**src/rtl/pong_pkg.sv**
```systemverilog
// Shared definitions for the pong game blocks (score_keeper, ball_movement).
// Holds the playfield geometry, game rules, the score_keeper state encoding,
// and a saturating score-increment helper.
package pong_pkg;

  localparam int unsigned FIELD_W     = 64;  // playfield width in ball units
  localparam int unsigned CENTER      = 31;  // ball recentre column
  localparam int unsigned WIN_SCORE   = 11;  // points needed to win (1..15)
  localparam int unsigned SERVE_DELAY = 60;  // ticks before each serve (1..255)

  localparam int unsigned BX_W    = 6;
  localparam int unsigned SCORE_W = 4;
  localparam int unsigned TIMER_W = 8;

  // score_keeper state encoding
  localparam logic [1:0] ST_IDLE       = 2'd0;
  localparam logic [1:0] ST_SERVE_WAIT = 2'd1;
  localparam logic [1:0] ST_PLAY       = 2'd2;
  localparam logic [1:0] ST_GAME_OVER  = 2'd3;

  // Add one point but never pass the winning score, so a score can never
  // wrap even if the FSM were somehow left in play after a win.
  function automatic logic [SCORE_W-1:0] score_inc(
    input logic [SCORE_W-1:0] s,
    input int unsigned        win
  );
    if (int'(s) >= int'(win))
      return s;
    return s + SCORE_W'(1);
  endfunction

endpackage

```
**src/rtl/serve_timer.sv**
```systemverilog
// Serve countdown: 8-bit down counter.
//   clk   : system clock
//   reset : synchronous active-high reset (counter cleared to 0)
//   load  : reload counter with DELAY (has priority over tick)
//   tick  : decrement enable (already gated by the caller)
//   done  : combinational, high on a tick that consumes the last count
module serve_timer
  import pong_pkg::*;
#(
  parameter int unsigned DELAY = SERVE_DELAY
) (
  input  logic clk,
  input  logic reset,
  input  logic load,
  input  logic tick,
  output logic done
);

  logic [TIMER_W-1:0] count;

  always_ff @(posedge clk) begin
    if (reset)
      count <= '0;
    else if (load)
      count <= TIMER_W'(DELAY);
    else if (tick && (count != '0))
      count <= count - TIMER_W'(1);
  end

  assign done = tick && !load && (count == TIMER_W'(1));

endmodule

```
**src/rtl/score_keeper.sv**
```systemverilog
// Pong score keeper: runs the serve countdown, detects goals, keeps both
// scores and declares the winner. All outputs are registered.
//   clk, reset  : system clock, synchronous active-high reset
//   tick        : frame-rate enable; game events are sampled only on tick
//   start       : start-button pulse (honoured in IDLE and GAME_OVER)
//   bx          : ball x position
//   sc1, sc2    : player-1 (right goal) / player-2 (left goal) scores
//   score_pulse : one-cycle pulse per point
//   serve_go    : one-cycle pulse releasing the serve
//   serve_dir   : 0 = serve toward right, 1 = toward left
//   ball_hold   : ball frozen at centre
//   game_over   : game finished; winner valid (0 = player 1, 1 = player 2)
module score_keeper
  import pong_pkg::*;
#(
  parameter int unsigned FIELD_W     = pong_pkg::FIELD_W,
  parameter int unsigned WIN_SCORE   = pong_pkg::WIN_SCORE,
  parameter int unsigned SERVE_DELAY = pong_pkg::SERVE_DELAY
) (
  input  logic               clk,
  input  logic               reset,
  input  logic               tick,
  input  logic               start,
  input  logic [BX_W-1:0]    bx,
  output logic [SCORE_W-1:0] sc1,
  output logic [SCORE_W-1:0] sc2,
  output logic               score_pulse,
  output logic               serve_go,
  output logic               serve_dir,
  output logic               ball_hold,
  output logic               game_over,
  output logic               winner
);

  logic [1:0]         state;
  logic               timer_load;
  logic               timer_tick;
  logic               timer_done;
  logic               point_left;
  logic               point_right;
  logic [SCORE_W-1:0] sc1_inc;
  logic [SCORE_W-1:0] sc2_inc;
  logic               win_left;
  logic               win_right;
  logic               new_game;

  // Left goal is checked first so that a degenerate field where both goal
  // conditions hold scores only for player 2.
  assign point_left  = (state == ST_PLAY) && tick && (bx == '0);
  assign point_right = (state == ST_PLAY) && tick && (bx != '0) &&
                       (int'(bx) >= int'(FIELD_W) - 1);

  assign sc1_inc   = score_inc(sc1, WIN_SCORE);
  assign sc2_inc   = score_inc(sc2, WIN_SCORE);
  assign win_left  = (int'(sc2_inc) == int'(WIN_SCORE));
  assign win_right = (int'(sc1_inc) == int'(WIN_SCORE));

  assign new_game = start && ((state == ST_IDLE) || (state == ST_GAME_OVER));

  assign timer_tick = tick && (state == ST_SERVE_WAIT);
  assign timer_load = new_game ||
                      (point_left && !win_left) ||
                      (point_right && !win_right);

  serve_timer #(
    .DELAY (SERVE_DELAY)
  ) u_serve_timer (
    .clk   (clk),
    .reset (reset),
    .load  (timer_load),
    .tick  (timer_tick),
    .done  (timer_done)
  );

  always_ff @(posedge clk) begin
    if (reset) begin
      state       <= ST_IDLE;
      sc1         <= '0;
      sc2         <= '0;
      score_pulse <= 1'b0;
      serve_go    <= 1'b0;
      serve_dir   <= 1'b0;
      ball_hold   <= 1'b1;
      game_over   <= 1'b0;
      winner      <= 1'b0;
    end else begin
      score_pulse <= 1'b0;
      serve_go    <= 1'b0;
      case (state)
        ST_IDLE, ST_GAME_OVER: begin
          if (start) begin
            sc1       <= '0;
            sc2       <= '0;
            serve_dir <= 1'b0;
            ball_hold <= 1'b1;
            game_over <= 1'b0;
            winner    <= 1'b0;
            state     <= ST_SERVE_WAIT;
          end
        end
        ST_SERVE_WAIT: begin
          if (timer_done) begin
            serve_go  <= 1'b1;
            ball_hold <= 1'b0;
            state     <= ST_PLAY;
          end
        end
        ST_PLAY: begin
          if (point_left) begin
            sc2         <= sc2_inc;
            serve_dir   <= 1'b1;
            score_pulse <= 1'b1;
            ball_hold   <= 1'b1;
            if (win_left) begin
              game_over <= 1'b1;
              winner    <= 1'b1;
              state     <= ST_GAME_OVER;
            end else begin
              state     <= ST_SERVE_WAIT;
            end
          end else if (point_right) begin
            sc1         <= sc1_inc;
            serve_dir   <= 1'b0;
            score_pulse <= 1'b1;
            ball_hold   <= 1'b1;
            if (win_right) begin
              game_over <= 1'b1;
              winner    <= 1'b0;
              state     <= ST_GAME_OVER;
            end else begin
              state     <= ST_SERVE_WAIT;
            end
          end
        end
        default: state <= ST_IDLE;
      endcase
    end
  end

endmodule
```
**config.mk**
```make
export PLATFORM = sky130hd
export DESIGN_NAME = score_keeper
export DESIGN_NICKNAME = d
export VERILOG_FILES = /design/src/rtl/pong_pkg.sv /design/src/rtl/serve_timer.sv /design/src/rtl/score_keeper.sv
export SDC_FILE = /design/constraint.sdc
export NUM_CORES = 1
export LEC_CHECK = 0
export CAP_MARGIN = 25
export CORE_MARGIN = 10
export CORE_UTILIZATION = 53
export CTS_BUF_LIST = sky130_fd_sc_hd__clkbuf_16
export CTS_CLUSTER_DIAMETER = 50
export DETAILED_ROUTE_END_ITERATION = 16
export PLACE_DENSITY = 0.79
export SETUP_SLACK_MARGIN = 0.05
export SLEW_MARGIN = 20
export SYNTH_ARGS = -nofsm -noshare
export SYNTH_HDL_FRONTEND = slang
export SYNTH_SLANG_ARGS = --single-unit
```
**constraint.sdc**
```tcl
create_clock -name clk -period 2.7 [get_ports clk]
set_input_delay 0.405 -clock clk [delete_from_list [all_inputs] [get_ports clk]]
set_output_delay 0.405 -clock clk [all_outputs]
set_load 0.02 [all_outputs]
```
==> metrics.txt, run 1 <==
CP peak stage delay 0.43 ns; Arr. time, crit path 2.34 ns; max_cap viols 0; Least-Margin Pin Slew 0.449 ns; routed wire length 3490 um; Post-Synthesis Cells 169; slowest CP cell clkdlybuf4s50_1; Final min period 2.20 ns; Sink Count 24; Post-CTS Hold Fix Bufs 0; flops & latches, synth 24; Buffers & Inverters on Critical Path 1; max frequency 455 MHz; core area 2730 um2; global-route wire length before repair 5880 um; vias in the first global route 1296; Synth Flop Type dfxtp_1; # fillers 223; Setup Buffers After CTS 0; Net Count, Synth 187; Antenna Violating Nets Remaining 0; CTS max path bufs 2; worst hold path class reg2reg; top post-synthesis cells by area dfxtp_1 32%, ha_1 6.7%, nor2_1 4.0%; Final setup viols 0; Crit Path Max Fanout 13; Worst Setup Start Kind primary input; Layout Skew 0.00344 ns; via count normalized by instance count 5.94; Post-synth top cells 24 x dfxtp_1, 16 x nor2_1, 10 x inv_1; Boundary Pins 24; CP Cell Sequence clkdlybuf4s50_1, nor4_2, nand2_2, a311oi_1, a21o_2, mux2_4; outcome complete, no violations; delay-heaviest family, CP compound AO/OA/AOI/OAI gates; RD Place Congestion 0.904; Hold Fails Final Rpt 0; Worst slew margin 70.0%; setup_tns 0 ns; per-cell routed wire length 15.7 um; DRT iter0 DRCs 78; n_diodes 0; depth of the CTS H-tree 1; Die H 73.1 um; pre-CTS WS 0.269 ns; post-DP HPWL 2700 um; Worst Min Path Start ball_hold; most common cell in the netlist dfxtp_1; DR vias 1318; Max Slew Vio Count 0; CTS tree built; IO buf count 23; share of layout cells above drive strength 1 11.0%; Clock Pin Slew Worst Setup and Hold Paths 0.06 ns; CP endpoint kind flop; DRC violations left 0; ys async rst share 0%; Tot GR Track Use 13.3%; Static Leak 0.637 nW; Worst-Skew Late Latency 0.25 ns; fin nets 211; die footprint 5340 um2; clk root buf clkbuf_16; Die X 73.1 um; placed inst area 1740 um2; Detailed Routing Iterations Pass 1 4; Syn Std Cell Area 1490 um2; CP required 2.84 ns; Peak VDD IR 0.752 mV; initial antenna violation count 0; post-cts sizing count 0; Design Area, Final 1820 um2; Cell variety after synth 59; reg2reg start state[0]; Starting Density 54.6%; Area growth syn-to-layout 21.9%; total CTS buffers 3; Yosys warnings 0; Post-synth EDFFs 0; PnR worst setup slack 0.500 ns; row count 19; fin crit share 81.5%; Synth Area per Inst 8.83 um2; RSZ-0062 raised after global routing false; share of the synthesized area in the top cell type 32.2%; register area share after synthesis 32.2%; Power Density 586 nW/um2; Worst Setup SP bx[4]; pin count of the biggest net entering global routing 17; overflow left after global routing 0; Setup CP Type in2reg; Synth area leader dfxtp_1
## registers in the layout (all words and copies together) (netlist names)
| name | flops |
|---|---|
| game_over | 1 |
| serve_dir | 1 |
| sc1 | 4 |
| score_pulse | 1 |
| sc2 | 4 |
| u_serve_timer.count | 8 |
| ball_hold | 1 |
| state | 2 |
| winner | 1 |
| serve_go | 1 |
## worst reg2reg max path, delay by kind of cell, from the launching register on
kind,cells,cell delay [ns]
AND/OR/NAND/NOR,2,0.72
adder cells (fa/ha/maj),1,0.45
AO/OA/AOI/OAI,3,0.52
buffers and inverters,1,0.08
flip-flops,1,0.37
## worst paths after layout
| kind | to | cells after the start | slack (ns) |
|---|---|---|---|
| setup reg to reg | sc1[0] | 7 | 0.50 |
| hold reg to reg | ball_hold | 2 | 0.45 |
| setup / recovery | state[0] | 6 | 0.50 |
| hold / removal | ball_hold | 2 | 0.45 |
## cells by family (layout without fill, tap and decap cells)
logic type / Yosys count / count (layout) / share of synthesized area, %
simple gates: 64 / 64 / 25.9
flops: 24 / 24 / 32.2
mux: 2 / 2 / 1.68
compound gates: 48 / 48 / 24.7
fa+ha+maj: 8 / 8 / 6.71
buf+inv: 16 / 38 / 4.69
xor+xnor: 7 / 7 / 4.11
## layout make-up
cell class | instances | area, um2 | share of cell area [%]
Tap cell | 31 | 38.8 | 2.13
Multi-Input combinational cell | 129 | 942 | 51.8
Inverter | 10 | 37.5 | 2.06
Sequential cell | 24 | 480 | 26.4
Timing Repair Buffer | 25 | 245 | 13.5
Clock buffer | 3 | 75.1 | 4.13
## metal layers
metal | up-vias | wire (um) | GRT usage [%]
li1 | 662 | - | -
met1 | 620 | 1480 | 14.9
met2 | 34 | 1810 | 24.1
met4 | 0 | 16 | 3.59
met3 | 2 | 185 | 3.40
met5 | - | 0 | 0
## per-stage QoR
stage	total power [mW]	instances	hold WS (ns)	utilization [%]
floorplan	0.672	169	0.480	-
global placement	0.750	219	0.444	63.8
detailed placement	0.761	219	0.450	63.8
CTS	1.07	222	0.457	66.5
global route	1.12	222	0.470	66.5
finish	1.07	222	0.452	66.5
## cell usage in the layout (no fill, tap or decap), types with 2 or more instances in the layout
cell type,Yosys,routed
o21ai_0,5,5
dfxtp_1,24,24
o32ai_1,2,2
o21a_1,3,3
clkdlybuf4s50_1,0,23
a211oi_1,2,2
xnor2_1,3,3
xor2_1,4,4
a311oi_1,2,2
and3b_1,2,2
a21oi_2,4,4
and3_1,2,2
nand4_1,3,3
or2_1,2,2
ha_1,8,8
clkbuf_16,0,3
or3b_1,2,2
nand3_1,6,6
inv_1,10,10
nor2_1,16,16
and2_1,2,2
a21oi_1,9,9
nor2b_1,2,2
a31oi_1,2,2
or2_2,2,2
nand2_1,9,9
nand2b_1,5,5
or3_1,2,2
buf_4,0,2
## report_power, final
part           leakage (nW)  internal (mW)  switching [mW]  total [mW]
sequential            0.195          0.387          0.0337       0.420
combinational         0.404          0.149           0.192       0.341
clock                0.0370          0.195           0.110       0.305
(Power assumes the default switching activity.)
==> inputs of run 2 (changes only) <==
--- a/config.mk
+++ b/config.mk
@@ -7,11 +7,11 @@
 export LEC_CHECK = 0
 export CAP_MARGIN = 25
 export CORE_MARGIN = 10
-export CORE_UTILIZATION = 53
+export CORE_UTILIZATION = 48
 export CTS_BUF_LIST = sky130_fd_sc_hd__clkbuf_16
 export CTS_CLUSTER_DIAMETER = 50
 export DETAILED_ROUTE_END_ITERATION = 16
-export PLACE_DENSITY = 0.79
+export PLACE_DENSITY = 0.76
 export SETUP_SLACK_MARGIN = 0.05
 export SLEW_MARGIN = 20
 export SYNTH_ARGS = -nofsm -noshare
==> constraint.sdc (replaced) <==
create_clock -name clk -period 1.8 [get_ports clk]
set_input_delay 0.27 -clock clk [delete_from_list [all_inputs] [get_ports clk]]
set_output_delay 0.27 -clock clk [all_outputs]
set_load 0.02 [all_outputs]
==> run 2 against run 1 <==
  * The flow now finishes with violations (setup timing)
  * Sequential share of layout area fell by 6.2 points
  * Clock power rose by 110%
  * Register-to-register slack got worse by 0.69 ns
  * Routed wire length rose by 54%
  * Largest cell class unchanged
  * Via count rose by 21%
  * Highest routed layer unchanged
  * Critical endpoint is now ball_hold
  * Critical path depth rose by 1
  * Die area rose by 7.5%
  * Final cell count rose by 19%
  * Combinational power rose to 2.6 times the previous value
  * Global-route usage rose by 4.7 points
==> metrics.txt, run 2 (synthesized netlist as in run 1, its figures left out) <==
outcome finished with violations; failing checks setup timing; post-DP HPWL 3250 um; Final min period 1.99 ns; Design Area, Final 2450 um2; Setup CP Type reg2reg; reg2reg end ball_hold; Biggest register u_serve_timer.count; Die H 75.8 um; Starting Density 49.7%; worst setup path end ball_hold; commonest non-fill, non-tap cell in the layout buf_4; CP required 1.94 ns; max_cap viols 0; DRC violations left 0; worst hold path class reg2reg; via count normalized by instance count 6.04; CP peak stage delay 0.38 ns; reg2reg start sc1[0]; max FFs per register 8; IO buf count 23; setup_tns -1.06 ns; Boundary Pins 24; CP endpoint kind flop; Die X 75.8 um; CTS max path bufs 2; Least-Margin Pin Slew 0.380 ns; Sink Count 24; Peak VDD IR 0.915 mV; vias in the first global route 1637; Clock Pin Slew Worst Setup and Hold Paths 0.07 ns; Worst slew margin 74.7%; DRT iter0 DRCs 76; Antenna Violating Nets Remaining 0; placed inst area 2040 um2; post-layout util 81.8%; Hold Fails Final Rpt 0; pre-CTS WS -0.432 ns; max frequency 503 MHz; Final setup viols 10; Static Leak 0.915 nW; fin crit share 110%; Area growth syn-to-layout 64.5%; depth of the CTS H-tree 1; Crit Path Max Fanout 4; CTS tree built; die footprint 5740 um2; slowest CP cell or3b_4; Worst-Skew Late Latency 0.26 ns; # fillers 168; n_diodes 0; fin nets 250; most frequent cells in the layout 37 x buf_4, 19 x clkdlybuf4s50_1, 18 x dfxtp_1, 14 x nor2_1; share of layout cells above drive strength 1 42.0%; Tot GR Track Use 18.0%; Layout Skew 0.00344 ns; CP Cell Sequence ha_4, or3b_4, a21oi_4, o22ai_2, buf_4, o41ai_1, nand2_1; Worst R2R Setup Slack -0.19 ns; Worst R2R Path Depth 7; global-route wire length before repair 8030 um; DR vias 1594; per-cell routed wire length 20.4 um; total CTS buffers 3; Max Slew Vio Count 0; Arr. time, crit path 2.13 ns; initial antenna violation count 0; PnR worst setup slack -0.189 ns; Worst Setup Start Kind flop; RD Place Congestion 0.896; clk root buf clkbuf_16; Detailed Routing Iterations Pass 1 4; Worst Setup SP sc1[0]; overflow left after global routing 0; core area 3000 um2; RSZ-0062 raised after global routing true; largest registers u_serve_timer.count: 8 flops, sc1: 4 flops, sc2: 4 flops; routed wire length 5370 um; pin count of the biggest net entering global routing 17; row count 20; Power Density 888 nW/um2
-- run 2: cell count changes in the layout (fill, tap and decap cells not counted), sizes merged --
cell	previous run	this run
buf	2	41
bufinv	0	1
clkdlybuf4s50	23	19
dlygate4sd2	0	2
dlymetal6s2s	0	2
-- run 2: power breakdown --
| part | switching, mW | internal, mW |
|---|---|---|
| sequential | 0.0557 | 0.577 |
| clock | 0.207 | 0.443 |
| combinational | 0.449 | 0.450 |
| total | 0.712 | 1.47 |
-- run 2: worst min-delay path by stage --
stage | cells after the start | to | start | slack [ns]
6_report | 2 | ball_hold | ball_hold | 0.48
2_1_floorplan | 2 | u_serve_timer.count[7] | u_serve_timer.count[7] | 0.48
3_5_place_dp | 2 | ball_hold | ball_hold | 0.46
3_3_place_gp | 2 | ball_hold | ball_hold | 0.45
5_1_grt | 2 | winner | winner | 0.49
4_1_cts | 2 | ball_hold | ball_hold | 0.47
-- run 2: worst max-delay path: cells and delay by family (launching register included) --
family          cells  cell delay (ns)
fa+ha+maj           1             0.25
flops               1             0.35
compound gates      3             0.62
simple gates        2             0.47
buf+inv             1             0.18
-- run 2: routing by layer --
layer  track usage, %  vias to the layer above  share of wire, %
met5                0                        -                 0
met4             6.60                        0               1.4
met3             2.73                       10               3.9
met2             35.3                       44                55
met1             18.6                      792                40
li1                 -                      748                 -
-- run 2: layout make-up --
| class | count | area (um2) | area share [%] |
|---|---|---|---|
| Multi-Input combinational cell | 129 | 1220 | 49.6 |
| Timing Repair Buffer | 64 | 556 | 22.6 |
| Sequential cell | 24 | 495 | 20.2 |
| Clock buffer | 3 | 75.1 | 3.06 |
| Tap cell | 33 | 41.3 | 1.68 |
| Inverter | 10 | 40.0 | 1.63 |
| Clock inverter | 1 | 30.0 | 1.22 |
-- run 2: per-stage QoR --
| step | power, mW | hold WS [ns] | instances |
|---|---|---|---|
| 6_report | 2.18 | 0.478 | 264 |
| 5_1_grt | 2.26 | 0.489 | 264 |
| 3_3_place_gp | 1.30 | 0.446 | 252 |
| 3_5_place_dp | 1.33 | 0.462 | 252 |
| 4_1_cts | 2.05 | 0.470 | 259 |
| 2_1_floorplan | 1.05 | 0.480 | 169 |
-- run 2: timing repair --
action,CTS,global route
pin swaps,14,13
gates resized for setup,27,25
buffers inserted,3,5
setup endpoints to repair,21,23
hold buffers,0,0
==> inputs of run 3 (changes only) <==
==> constraint.sdc (replaced) <==
create_clock -name clk -period 1.8 [get_ports clk]
set_input_delay 0.45 -clock clk [delete_from_list [all_inputs] [get_ports clk]]
set_output_delay 0.45 -clock clk [all_outputs]
set_load 0.02 [all_outputs]
==> run 3 against run 2 <==
  * Clock-buffer cell count unchanged
  * Utilization decreased by 4.2 points
  * Cell area is 5.1% lower
  * Fmax fell by 2.8%
  * Non-clock buffer count decreased by 3
  * Final cell count fell by 1.1%
  * Critical path depth is 1 lower
  * The run still ends with setup timing left
  * Combinational power decreased by 15%
==> metrics.txt, run 3 (synthesized netlist as in run 1, its figures left out) <==
DRT iter0 DRCs 88; Hold Fails Final Rpt 0; Final Power 2.04 mW; Max Used Layer met4; Detailed Routing Iterations Pass 1 4; Worst Setup SP sc2[0]; overflow left after global routing 0; Arr. time, crit path 2.22 ns; Sink Count 24; worst hold path class reg2reg; fin crit share 114%; Worst Setup Start Kind flop; Boundary Pins 24; Final setup viols 16; metal3 WL 180 um; Starting Density 49.7%; CTS tree built; core area 3000 um2; Seq pwr share 30.8%; initial antenna violation count 0; Clock Power Share 31.6%; Die H 75.8 um; clk root buf clkbuf_16; Layout Skew 0.00165 ns; wire length on met1 2030 um; DR vias 1563; Worst slew margin 75.7%; routed wl met2 2720 um; n_diodes 0; depth of the CTS H-tree 1; Tot GR Track Use 17.4%; CP Cell Sequence ha_4, or3b_4, a21oi_4, mux2i_2, o32a_1, o32ai_2; Die X 75.8 um; Power Density 875 nW/um2; Buffers & Inverters on Critical Path 0; PnR worst setup slack -0.246 ns; Biggest register u_serve_timer.count; most frequent cells in the layout 35 x buf_4, 19 x dfxtp_1, 15 x dlygate4sd2_1, 12 x nor2_1; CP required 1.97 ns; vias in the first global route 1585; CP peak stage delay 0.39 ns; NetSw 0.646 mW; Max Slew Vio Count 0; RD Place Congestion 0.853; die footprint 5740 um2; fin nets 247; delay-heaviest family, CP compound AO/OA/AOI/OAI gates; CP endpoint kind flop; via count normalized by instance count 5.99; slowest CP cell or3b_4; Final min period 2.05 ns; RSZ-0062 raised after global routing true; DRC violations left 0; Least-Margin Pin Slew 0.363 ns; failing checks setup timing; Area growth syn-to-layout 56.1%; max FFs per register 8; Clock Pin Slew Worst Setup and Hold Paths 0.06 ns; largest registers u_serve_timer.count: 8 flops, sc1: 4 flops, sc2: 4 flops; share of layout cells above drive strength 1 38.6%; max frequency 489 MHz; global-route wire length before repair 7780 um; IO buf count 23; commonest non-fill, non-tap cell in the layout buf_4; Worst Min Path Start ball_hold; row count 20; CTS max path bufs 2; outcome finished with violations; total CTS buffers 3; routed wire length 5040 um; Pint 1.39 mW; Peak VDD IR 0.699 mV; pin count of the biggest net entering global routing 17; post-DP HPWL 3210 um; reg2reg start sc2[0]; Antenna Violating Nets Remaining 0; Setup CP Type reg2reg; Switching Share 31.7%; per-cell routed wire length 19.3 um; setup_tns -1.64 ns; Static Leak 0.918 nW; pre-CTS WS -0.557 ns; max_cap viols 0; combinational share of power 37.6%; Worst-Skew Late Latency 0.26 ns; Crit Path Max Fanout 4
-- run 3: changes by cell type in the layout (fill, tap and decap cells not counted), moves of 2 or more --
cell | previous run | this run
nor2_2 | 2 | 4
clkdlybuf4s50_1 | 19 | 8
buf_4 | 37 | 35
or2_4 | 3 | 1
dlymetal6s2s_1 | 2 | 0
dlygate4sd2_1 | 2 | 15
nor2_1 | 14 | 12
o21ai_2 | 2 | 0
-- run 3: area by class of cell --
type	instances	area, um2
clock buffer	3	75.1
clock inverter	1	30.0
sequential	24	494
inverter	10	37.5
fill	195	673
tap	33	41.3
multi-input combinational	129	1140
timing repair buffer	61	508
-- run 3: repair_timing --
action	in CTS	in global routing
setup endpoints to repair	31	23
cloned	0	0
resized for setup	37	11
hold buffers	0	0
pin swaps	14	16
buffers inserted	3	4
-- run 3: stage by stage --
step,cell area [um2],hold WS (ns),utilization (%),std cells
after global placement,2030,0.439,67.6,250
final,2330,0.473,77.6,261
after global routing,2330,0.495,77.6,261
after CTS,2240,0.467,74.8,257
after detailed placement,2030,0.467,67.6,250
after floorplan,1560,0.480,-,169
-- run 3: power groups by stage --
stage,clock (mW),combinational [mW],sequential [mW]
floorplan,0,0.398,0.648
global placement,0,0.650,0.637
detailed placement,0,0.670,0.639
CTS,0.650,0.705,0.628
global route,0.668,0.830,0.633
finish,0.645,0.766,0.628
-- run 3: routing by layer --
| metal | track usage, % | vias to the layer above |
|---|---|---|
| met3 | 2.60 | 11 |
| met1 | 19.3 | 766 |
| li1 | - | 743 |
| met5 | 0 | - |
| met2 | 32.7 | 43 |
| met4 | 5.98 | 0 |
-- run 3: worst paths after layout --
path	to	slack, ns	cells after the start
hold / removal	ball_hold	0.47	2
setup / recovery	state[1]	-0.25	6
hold reg to reg	ball_hold	0.47	2
setup reg to reg	state[1]	-0.25	6
-- run 3: worst register-to-register path: cells and delay by family, from the launching register on --
family          cells  cell delay [ns]
fa+ha+maj           1             0.25
compound gates      3             0.81
flops               1             0.35
mux                 1             0.15
simple gates        1             0.39
